<file path="src/rtl/cpu_ctrl_pkg.sv">
// Shared definitions for the boot/run controller: host command encodings,
// controller states and default bus widths.
package cpu_ctrl_pkg;

    localparam int ADDR_W_DEF = 16;
    localparam int DATA_W_DEF = 32;

    typedef enum logic [1:0] {
        CMD_WRITE   = 2'b00,
        CMD_SETADDR = 2'b01,
        CMD_RUN     = 2'b10,
        CMD_STOP    = 2'b11
    } HostCmd;

    typedef enum logic [1:0] {
        IDLE  = 2'b00,
        WRITE = 2'b01,
        RUN   = 2'b10
    } CtrlState;

endpackage

</file>
<file path="src/rtl/sat_counter32.sv">
// 32-bit up-counter with synchronous clear and enable; sticks at all-ones
// instead of wrapping.
module sat_counter32 (
    input  logic        clock,
    input  logic        reset,
    input  logic        clear_i,
    input  logic        enable_i,
    output logic [31:0] count_o
);

    logic [31:0] count_q, count_d;

    always_comb begin
        count_d = count_q;
        if (clear_i) begin
            count_d = '0;
        end else if (enable_i && (count_q != 32'hFFFF_FFFF)) begin
            count_d = count_q + 32'd1;
        end
    end

    always_ff @(posedge clock or posedge reset) begin
        if (reset) begin
            count_q <= '0;
        end else begin
            count_q <= count_d;
        end
    end

    assign count_o = count_q;

endmodule

</file>
<file path="src/rtl/cpu_run_ctrl.sv">
// Boot/run controller: streams a host program into memory while the CPU is
// held in reset, then hands the memory port to the CPU until STOP or budget.
module cpu_run_ctrl
    import cpu_ctrl_pkg::*;
#(
    parameter int ADDR_W     = ADDR_W_DEF,
    parameter int DATA_W     = DATA_W_DEF,
    parameter int MAX_CYCLES = 0
) (
    input  logic              clock,
    input  logic              reset,
    input  logic              host_valid,
    output logic              host_ready,
    input  logic [1:0]        host_cmd,
    input  logic [DATA_W-1:0] host_data,
    output logic              cpu_reset,
    input  logic [ADDR_W-1:0] cpu_address,
    input  logic              cpu_we,
    input  logic [DATA_W-1:0] cpu_wdata,
    output logic [ADDR_W-1:0] mem_address,
    output logic              mem_we,
    output logic [DATA_W-1:0] mem_wdata,
    output logic              running,
    output logic              done,
    output logic              cmd_err,
    output logic [31:0]       cycle_count
);

    localparam logic [31:0] BUDGET_LAST = 32'(MAX_CYCLES - 1);

    CtrlState          state_q, state_d;
    logic [ADDR_W-1:0] ptr_q, ptr_d;
    logic [ADDR_W-1:0] wrAddr_q, wrAddr_d;
    logic [DATA_W-1:0] wrData_q, wrData_d;
    logic              cpuReset_q, cpuReset_d;
    logic              running_q, running_d;
    logic              done_q, done_d;
    logic              cmdErr_q, cmdErr_d;
    logic              accept;
    logic              runStart;
    logic              runExit;
    HostCmd            cmd;

    assign cmd    = HostCmd'(host_cmd);
    assign accept = host_valid & host_ready;

    always_comb begin
        state_d    = state_q;
        ptr_d      = ptr_q;
        wrAddr_d   = wrAddr_q;
        wrData_d   = wrData_q;
        cpuReset_d = cpuReset_q;
        running_d  = running_q;
        done_d     = 1'b0;
        cmdErr_d   = cmdErr_q;
        runStart   = 1'b0;
        runExit    = 1'b0;
        unique case (state_q)
            IDLE: begin
                if (accept) begin
                    case (cmd)
                        CMD_SETADDR: ptr_d = host_data[ADDR_W-1:0];
                        CMD_WRITE: begin
                            wrAddr_d = ptr_q;
                            wrData_d = host_data;
                            ptr_d    = ptr_q + ADDR_W'(1);
                            state_d  = WRITE;
                        end
                        CMD_RUN: begin
                            runStart   = 1'b1;
                            cmdErr_d   = 1'b0;
                            cpuReset_d = 1'b0;
                            running_d  = 1'b1;
                            state_d    = RUN;
                        end
                        default: ;
                    endcase
                end
            end
            WRITE: state_d = IDLE;
            RUN: begin
                // Anything but STOP is dropped here; STOP and budget share one exit.
                if (accept && (cmd != CMD_STOP)) begin
                    cmdErr_d = 1'b1;
                end
                runExit = (accept && (cmd == CMD_STOP)) ||
                          ((MAX_CYCLES != 0) && (cycle_count == BUDGET_LAST));
                if (runExit) begin
                    state_d    = IDLE;
                    cpuReset_d = 1'b1;
                    running_d  = 1'b0;
                    done_d     = 1'b1;
                end
            end
            default: state_d = IDLE;
        endcase
    end

    always_ff @(posedge clock or posedge reset) begin
        if (reset) begin
            state_q    <= IDLE;
            ptr_q      <= '0;
            wrAddr_q   <= '0;
            wrData_q   <= '0;
            cpuReset_q <= 1'b1;
            running_q  <= 1'b0;
            done_q     <= 1'b0;
            cmdErr_q   <= 1'b0;
        end else begin
            state_q    <= state_d;
            ptr_q      <= ptr_d;
            wrAddr_q   <= wrAddr_d;
            wrData_q   <= wrData_d;
            cpuReset_q <= cpuReset_d;
            running_q  <= running_d;
            done_q     <= done_d;
            cmdErr_q   <= cmdErr_d;
        end
    end

    sat_counter32 u_cycleCounter (
        .clock    (clock),
        .reset    (reset),
        .clear_i  (runStart),
        .enable_i (state_q == RUN),
        .count_o  (cycle_count)
    );

    // The CPU owns the memory port combinationally only while in RUN.
    always_comb begin
        mem_address = ptr_q;
        mem_we      = 1'b0;
        mem_wdata   = wrData_q;
        case (state_q)
            WRITE: begin
                mem_address = wrAddr_q;
                mem_we      = 1'b1;
            end
            RUN: begin
                mem_address = cpu_address;
                mem_we      = cpu_we;
                mem_wdata   = cpu_wdata;
            end
            default: ;
        endcase
    end

    assign host_ready = (state_q != WRITE);
    assign cpu_reset  = cpuReset_q;
    assign running    = running_q;
    assign done       = done_q;
    assign cmd_err    = cmdErr_q;

endmodule
</file>
<file path="config.mk">
export PLATFORM = sky130hd
export DESIGN_NAME = cpu_run_ctrl
export DESIGN_NICKNAME = d
export VERILOG_FILES = /design/src/rtl/cpu_ctrl_pkg.sv /design/src/rtl/sat_counter32.sv /design/src/rtl/cpu_run_ctrl.sv
export SDC_FILE = /design/constraint.sdc
export NUM_CORES = 1
export LEC_CHECK = 0
export CORE_MARGIN = 2
export CORE_UTILIZATION = 45
export DETAILED_ROUTE_END_ITERATION = 16
export PLACE_DENSITY = 0.82
export SYNTH_ARGS = -nofsm -noshare
export SYNTH_HDL_FRONTEND = slang
export SYNTH_HIERARCHICAL = 1
export SYNTH_SLANG_ARGS = --single-unit
</file>
<file path="constraint.sdc">
create_clock -name clock -period 3.1 [get_ports clock]
set_input_delay 0.775 -clock clock [delete_from_list [all_inputs] [get_ports clock]]
set_output_delay 0.775 -clock clock [all_outputs]
set_load 0.05 [all_outputs]
</file>
==> summary.txt, run 1 <==
status: completed
main combinational cell family by area after synthesis: compound AO/OA/AOI/OAI gates
CTS buffer count: 9
arrival time at the worst endpoint: 2.15 ns
postcts setup bufs: 0
CP Class: reg2out
antenna violations before repair: 0
maximum clock insertion buffer count: 2
Final WS setup: 0.177 ns
cell taking the most area after synthesis: dfrtp_1
fin crit share: 94.3%
static leakage: 3.25 nW
Async S/R FF share, synth: 100%
Top FF cell, synth: dfrtp_1
vias in the first global route: 5111
clock slew at reported path FFs: 0.07 ns
largest net degree at the start of global routing: 35
reg2reg setup slack: 0.62 ns
Syn Inst Count: 548
Die Y: 117 um
drt first pass iters: 6
Hold Crit Class: reg2reg
RSZ-0062 raised after global routing: no
input/output buffers: 171
total gr overflow: 0
Clock power frac: 11.8%
Max Cap Viol: 0
Fin Setup TNS: 0 ns
antenna viol nets, final: 0
post-synthesis mux area share: 17.1%
Worst setup SP type: register
DP Wirelength: 11700 um
Worst Hold End: cpu_reset
worst r2r src: state_q[0]
dpl ws: 0.341 ns
root buf cell: clkbuf_16
register area share after synthesis: 44.4%
routed via count: 5205
Post-synth EDFFs: 0
simple-gate share of the synthesized area: 14.8%
ant diodes: 0
CP Data Required Time: 2.32 ns
switching share of power: 47.9%
Die ar.: 13700 um2
drt drc: 0
GRT Overall Usage: 24.1%
nets: 800
post-DR vias/cell: 5.87
Slew @ Worst Pin: 0.829 ns
hold wc startpoint: cpu_reset
Synth top cells by count: 101 x dfrtp_1, 67 x a21oi_1, 48 x mux2_2
layout cells sized above 1: 23.9%
# rows: 41
Yosys reg bits: 102
combinational share of power: 63.0%
fmax: 342 MHz
Area contributors post-synth: dfrtp_1 44%, mux2_2 9.4%, mux2_4 7.6%
max-slew violations: 0
post-synthesis cell area: 5750 um2
Flop pwr share: 25.2%
yosys warns: 6
syn_area_per_cell: 10.5 um2
Final Hold Viols: 0
htree depth: 3
Synth Net Count: 639
XOR/XNOR Fraction of Synth Area: 0.457%
DRT iter0 DRCs: 522
Cell Pwr Density: 1170 nW/um2
clock insertion delay at the later pin of the skew report: 0.34 ns
Setup Skew: 0.0113 ns
hold depth: 2
worst vdd ir: 1200 uV
leading cell type by number of instances after synthesis: dfrtp_1
compound-cell area share of the yosys netlist: 17.2%
clock tree sinks: 102
crit end category: primary output
Net Switching: 0.00449 W
fin crit period: 2.92 ns
Die Width: 117 um
area delta synth->final: 38.9%
Post-Synth Adder-Cell Area: 1.09%
Worst Path Max Fanout: 34
R2R depth: 8
Final setup viols: 0
Unique masters post-synth: 61
Hold Buf Count CTS: 0
Top Ports: 172
Synth top area share: 44.0%
CTS tree: built
Slew headroom: 44.2%
core area: 12600 um2
reg2reg end: u_cycleCounter/count_o[27]
Routed Wire Length: 15800 um
wire per inst: 17.8 um
cell-internal power: 0.00489 W
RePlAce Congestion: 0.927
first-pass GRT wire length: 26000 um
Starting Density: 45.8%
==> layout by cell type, fill, tap and decap left out, drive strengths merged, types with 2 or more instances in the layout <==
cell type and instances:
o41ai 2, xnor2 2, nor2b 3, o21ai 25, mux2 77, a21oi 67, o211a 2, and2 4
and4 7, nor2 34, buf 64, inv 21, o311ai 2, clkdlybuf4s50 122, a2bb2oi 3, clkinv 2
a22oi 17, or3 15, dfrtp 101, and3 6, clkbuf 11, o31ai 19, or4 15, o22ai 10
a221oi 2, ha 5, nand3 18, nor4 3, nand2 24, nand4 14
==> timing repair <==
action / 4_1_cts / 5_1_grt
hold endpoints to repair: 0 / 0
setup endpoints to repair: 0 / 1
resized for setup: 0 / 1
==> layout make-up <==
type | instances | area, um2
inverters | 18 | 67.6
flip-flops and latches | 102 | 2550
clock inverters | 5 | 40.0
well taps | 172 | 215
clock buffers | 11 | 253
repair buffers | 186 | 1940
fillers | 976 | 4580
multi-input cells | 392 | 2920
==> power groups by stage <==
stage	logic, W	clock network, W	registers (W)
2_1_floorplan	0.00361	0	0.00248
3_5_place_dp	0.00591	0	0.00236
6_report	0.00591	0.00111	0.00236
3_3_place_gp	0.00580	0	0.00235
4_1_cts	0.00593	0.00113	0.00235
5_1_grt	0.00622	0.00120	0.00243
==> cell families (layout without fill, tap and decap cells) <==
kind of cell / after synthesis / in the layout
flops: 102 / 102
compound gates: 159 / 159
buf+inv: 54 / 220
mux: 78 / 78
xor+xnor: 3 / 3
simple gates: 147 / 147
fa+ha+maj: 5 / 5
==> stage by stage <==
| step | hold WS, ns | instance area [um2] | cells | utilization (%) | total power [W] |
|---|---|---|---|---|---|
| 2_1_floorplan | 0.446 | 5750 | 548 | - | 0.00609 |
| 3_3_place_gp | 0.469 | 7690 | 870 | 61.2 | 0.00814 |
| 3_5_place_dp | 0.472 | 7690 | 870 | 61.2 | 0.00827 |
| 4_1_cts | 0.487 | 7980 | 886 | 63.5 | 0.00941 |
| 5_1_grt | 0.510 | 7990 | 886 | 63.6 | 0.00985 |
| 6_report | 0.488 | 7990 | 886 | 63.6 | 0.00938 |
==> per-layer routing <==
metal / track usage (%) / vias up / share of wire (%)
li1: - / 2379 / -
met5: 0 / - / 0
met2: 40.5 / 235 / 52
met3: 4.07 / 32 / 6.0
met4: 8.78 / 0 / 1.8
met1: 31.6 / 2559 / 40
==> sequential cells by signal, summed over array words and instances, names as in the netlist <==
register and count:
state_q 2, cmd_err 1, done 1, running 1
cpu_reset 1, wrAddr_q 16, ptr_q 16, u_cycleCounter/count_o 32
wrData_q 32
==> worst max-delay path, cell delays in order, from the launching register on <==
cell,delay [ns]
dfrtp_1,0.41
inv_1,0.09
ha_2,0.29
buf_6,0.32
a22oi_1,0.15
a21oi_1,0.34
buf_12,0.19
==> how the worst max path moves through the flow <==
stage                     start         endpoint  slack (ns)  depth (start not counted)
floorplan            state_q[0]   mem_address[0]        0.18                          6
global placement    host_cmd[0]      wrData_q[6]        0.38                          5
CTS                  state_q[0]  mem_address[15]        0.08                          6
finish               state_q[0]  mem_address[15]        0.18                          6
global route         state_q[0]  mem_address[15]        0.11                          6
detailed placement  host_cmd[0]      wrData_q[7]        0.34                          5
No activity file was read; power rests on OpenSTA's default activity.
==> run 2, diff against run 1 <==
- CORE_MARGIN: 2 -> 3
==> run 2 against run 1 <==
Setup slack better by 0.014 ns. Via count down 2.4%. Global-route usage down 1.8 points. Largest cell class unchanged. Clock skew down 0.0069 ns. Sequential cell count unchanged.
==> summary.txt, run 2 (synthesized netlist as in run 1, its figures left out) <==
status: completed
fin crit share: 93.8% (-0.46 points)
Slew @ Worst Pin: 0.769 ns (-0.0602 ns)
wire per inst: 18.1 um (+1.5%)
CTS tree: built
Slew headroom: 48.3% (+4.1 points)
Sequential cell area: 2550 um2 (unchanged)
crit end category: primary output
Die Width: 119 um (+1.7%)
reg2reg setup slack: 0.67 ns (+0.05 ns)
Starting Density: 46.9% (+1.1 points)
Worst setup SP type: register
Fin Setup TNS: 0 ns (unchanged)
Hold Buf Count CTS: 0 (unchanged)
post-DR vias/cell: 5.77 (-1.8%)
DRT iter0 DRCs: 532 (+1.9%)
drt drc: 0 (unchanged)
Max Cap Viol: 0 (unchanged)
hold depth: 2 (unchanged)
# placed instances: 867 (-0.34%)
htree depth: 3 (unchanged)
fin crit period: 2.91 ns (-0.0143 ns)
nets: 801 (+0.13%)
fill count: 950 (-2.7%)
# rows: 40 (-2.4%)
antenna violations before repair: 1 (+1)
Worst Path Max Fanout: 35 (+2.9%)
Setup Skew: 0.00439 ns (-0.00694 ns)
layout cells sized above 1: 23.7% (-0.21 points)
largest net degree at the start of global routing: 71 (+100%)
static leakage: 3.24 nW (-0.39%)
most frequent cells in the layout: 122 x clkdlybuf4s50_1, 101 x dfrtp_1, 67 x a21oi_1
Cell Pwr Density: 1170 nW/um2 (-0.44%)
core area: 12300 um2 (-2.4%)
maximum clock insertion buffer count: 2 (unchanged)
vias in the first global route: 5202 (+1.8%)
RePlAce Congestion: 0.886 (-4.4%)
Final WS setup: 0.192 ns (+0.0143 ns)
R2R depth: 8 (unchanged)
input/output buffers: 171 (unchanged)
dpl ws: 0.305 ns (-0.0354 ns)
Final setup viols: 0 (unchanged)
Top Ports: 172 (unchanged)
reg2reg end: u_cycleCounter/count_o[27]
max-slew violations: 0 (unchanged)
arrival time at the worst endpoint: 2.13 ns (-0.02 ns)
GRT Overall Usage: 22.3% (-1.8 points)
Worst Hold End: cpu_reset
total gr overflow: 0 (unchanged)
area delta synth->final: 38.2%
worst r2r src: state_q[0]
antenna viol nets, final: 0 (unchanged)
fmax: 344 MHz (+0.49%)
Multi-input gate area: 2920 um2 (unchanged)
WHS: 0.467 ns (-0.0213 ns)
Die ar.: 14200 um2 (+3.4%)
RSZ-0062 raised after global routing: no
CTS buffer count: 9 (unchanged)
clock insertion delay at the later pin of the skew report: 0.34 ns (about the same)
hold wc startpoint: cpu_reset
clock slew at reported path FFs: 0.07 ns (about the same)
Die Y: 119 um (+1.7%)
worst vdd ir: 909 uV (-25%)
cts repair resizes: 0 (unchanged)
routed via count: 5081 (-2.4%)
Final Hold Viols: 0 (unchanged)
postcts setup bufs: 0 (unchanged)
clock tree sinks: 102 (unchanged)
root buf cell: clkbuf_16
CP Class: reg2out
CP Data Required Time: 2.32 ns (about the same)
Hold Crit Class: reg2reg
first-pass GRT wire length: 25900 um (-0.40%)
commonest non-fill, non-tap cell in the layout: clkdlybuf4s50_1
non-filler cells, final: 881 (-0.56%)
DP Wirelength: 11900 um (+1.5%)
Routed Wire Length: 15900 um (+0.94%)
drt first pass iters: 5 (-1)
[run 2: per-layer routing]
layer  up-vias  part of all wire, %  track usage (%)
li1       2380                    -                -
met1      2493                   40             27.3
met2       182                   52             39.7
met3        26                  5.7             4.27
met4         0                  2.1             6.81
met5         -                    0                0
[run 2: worst max path at each step]
stage / from / slack [ns] / endpoint / cells past startpoint
global route: state_q[0] / 0.07 / mem_wdata[11] / 5
global placement: host_cmd[1] / 0.35 / wrData_q[30] / 5
CTS: state_q[0] / 0.17 / mem_wdata[8] / 5
floorplan: state_q[0] / 0.18 / mem_address[0] / 6
finish: state_q[0] / 0.19 / mem_wdata[8] / 5
detailed placement: host_cmd[1] / 0.31 / wrData_q[28] / 5
[run 2: stage by stage]
step                power (W)  utilization, %  cell area (um2)
floorplan             0.00609               -             5750
global placement      0.00816            62.6             7680
detailed placement    0.00829            62.6             7680
CTS                   0.00934            64.8             7940
global route          0.00973            64.8             7950
finish                0.00929            64.8             7950
[run 2: area by class of cell]
type	count	area share, %
inverters	18	0.850
well taps	168	2.65
repair buffers	187	24.3
clock inverters	2	0.126
diodes	1	0.0315
clock buffers	11	3.18
flip-flops and latches	102	32.1
multi-input cells	392	36.7
[run 2: worst max-delay path, cell delays in order (launching register included)]
cell,delay [ns]
dfrtp_1,0.41
inv_1,0.09
ha_2,0.26
buf_4,0.43
mux2_2,0.40
buf_4,0.19
[run 2: power by group]
group	internal, W	switching, W	total [W]
registers	0.00184	0.000527	0.00237
logic	0.00244	0.00345	0.00589
clock network	0.000572	0.000456	0.00103
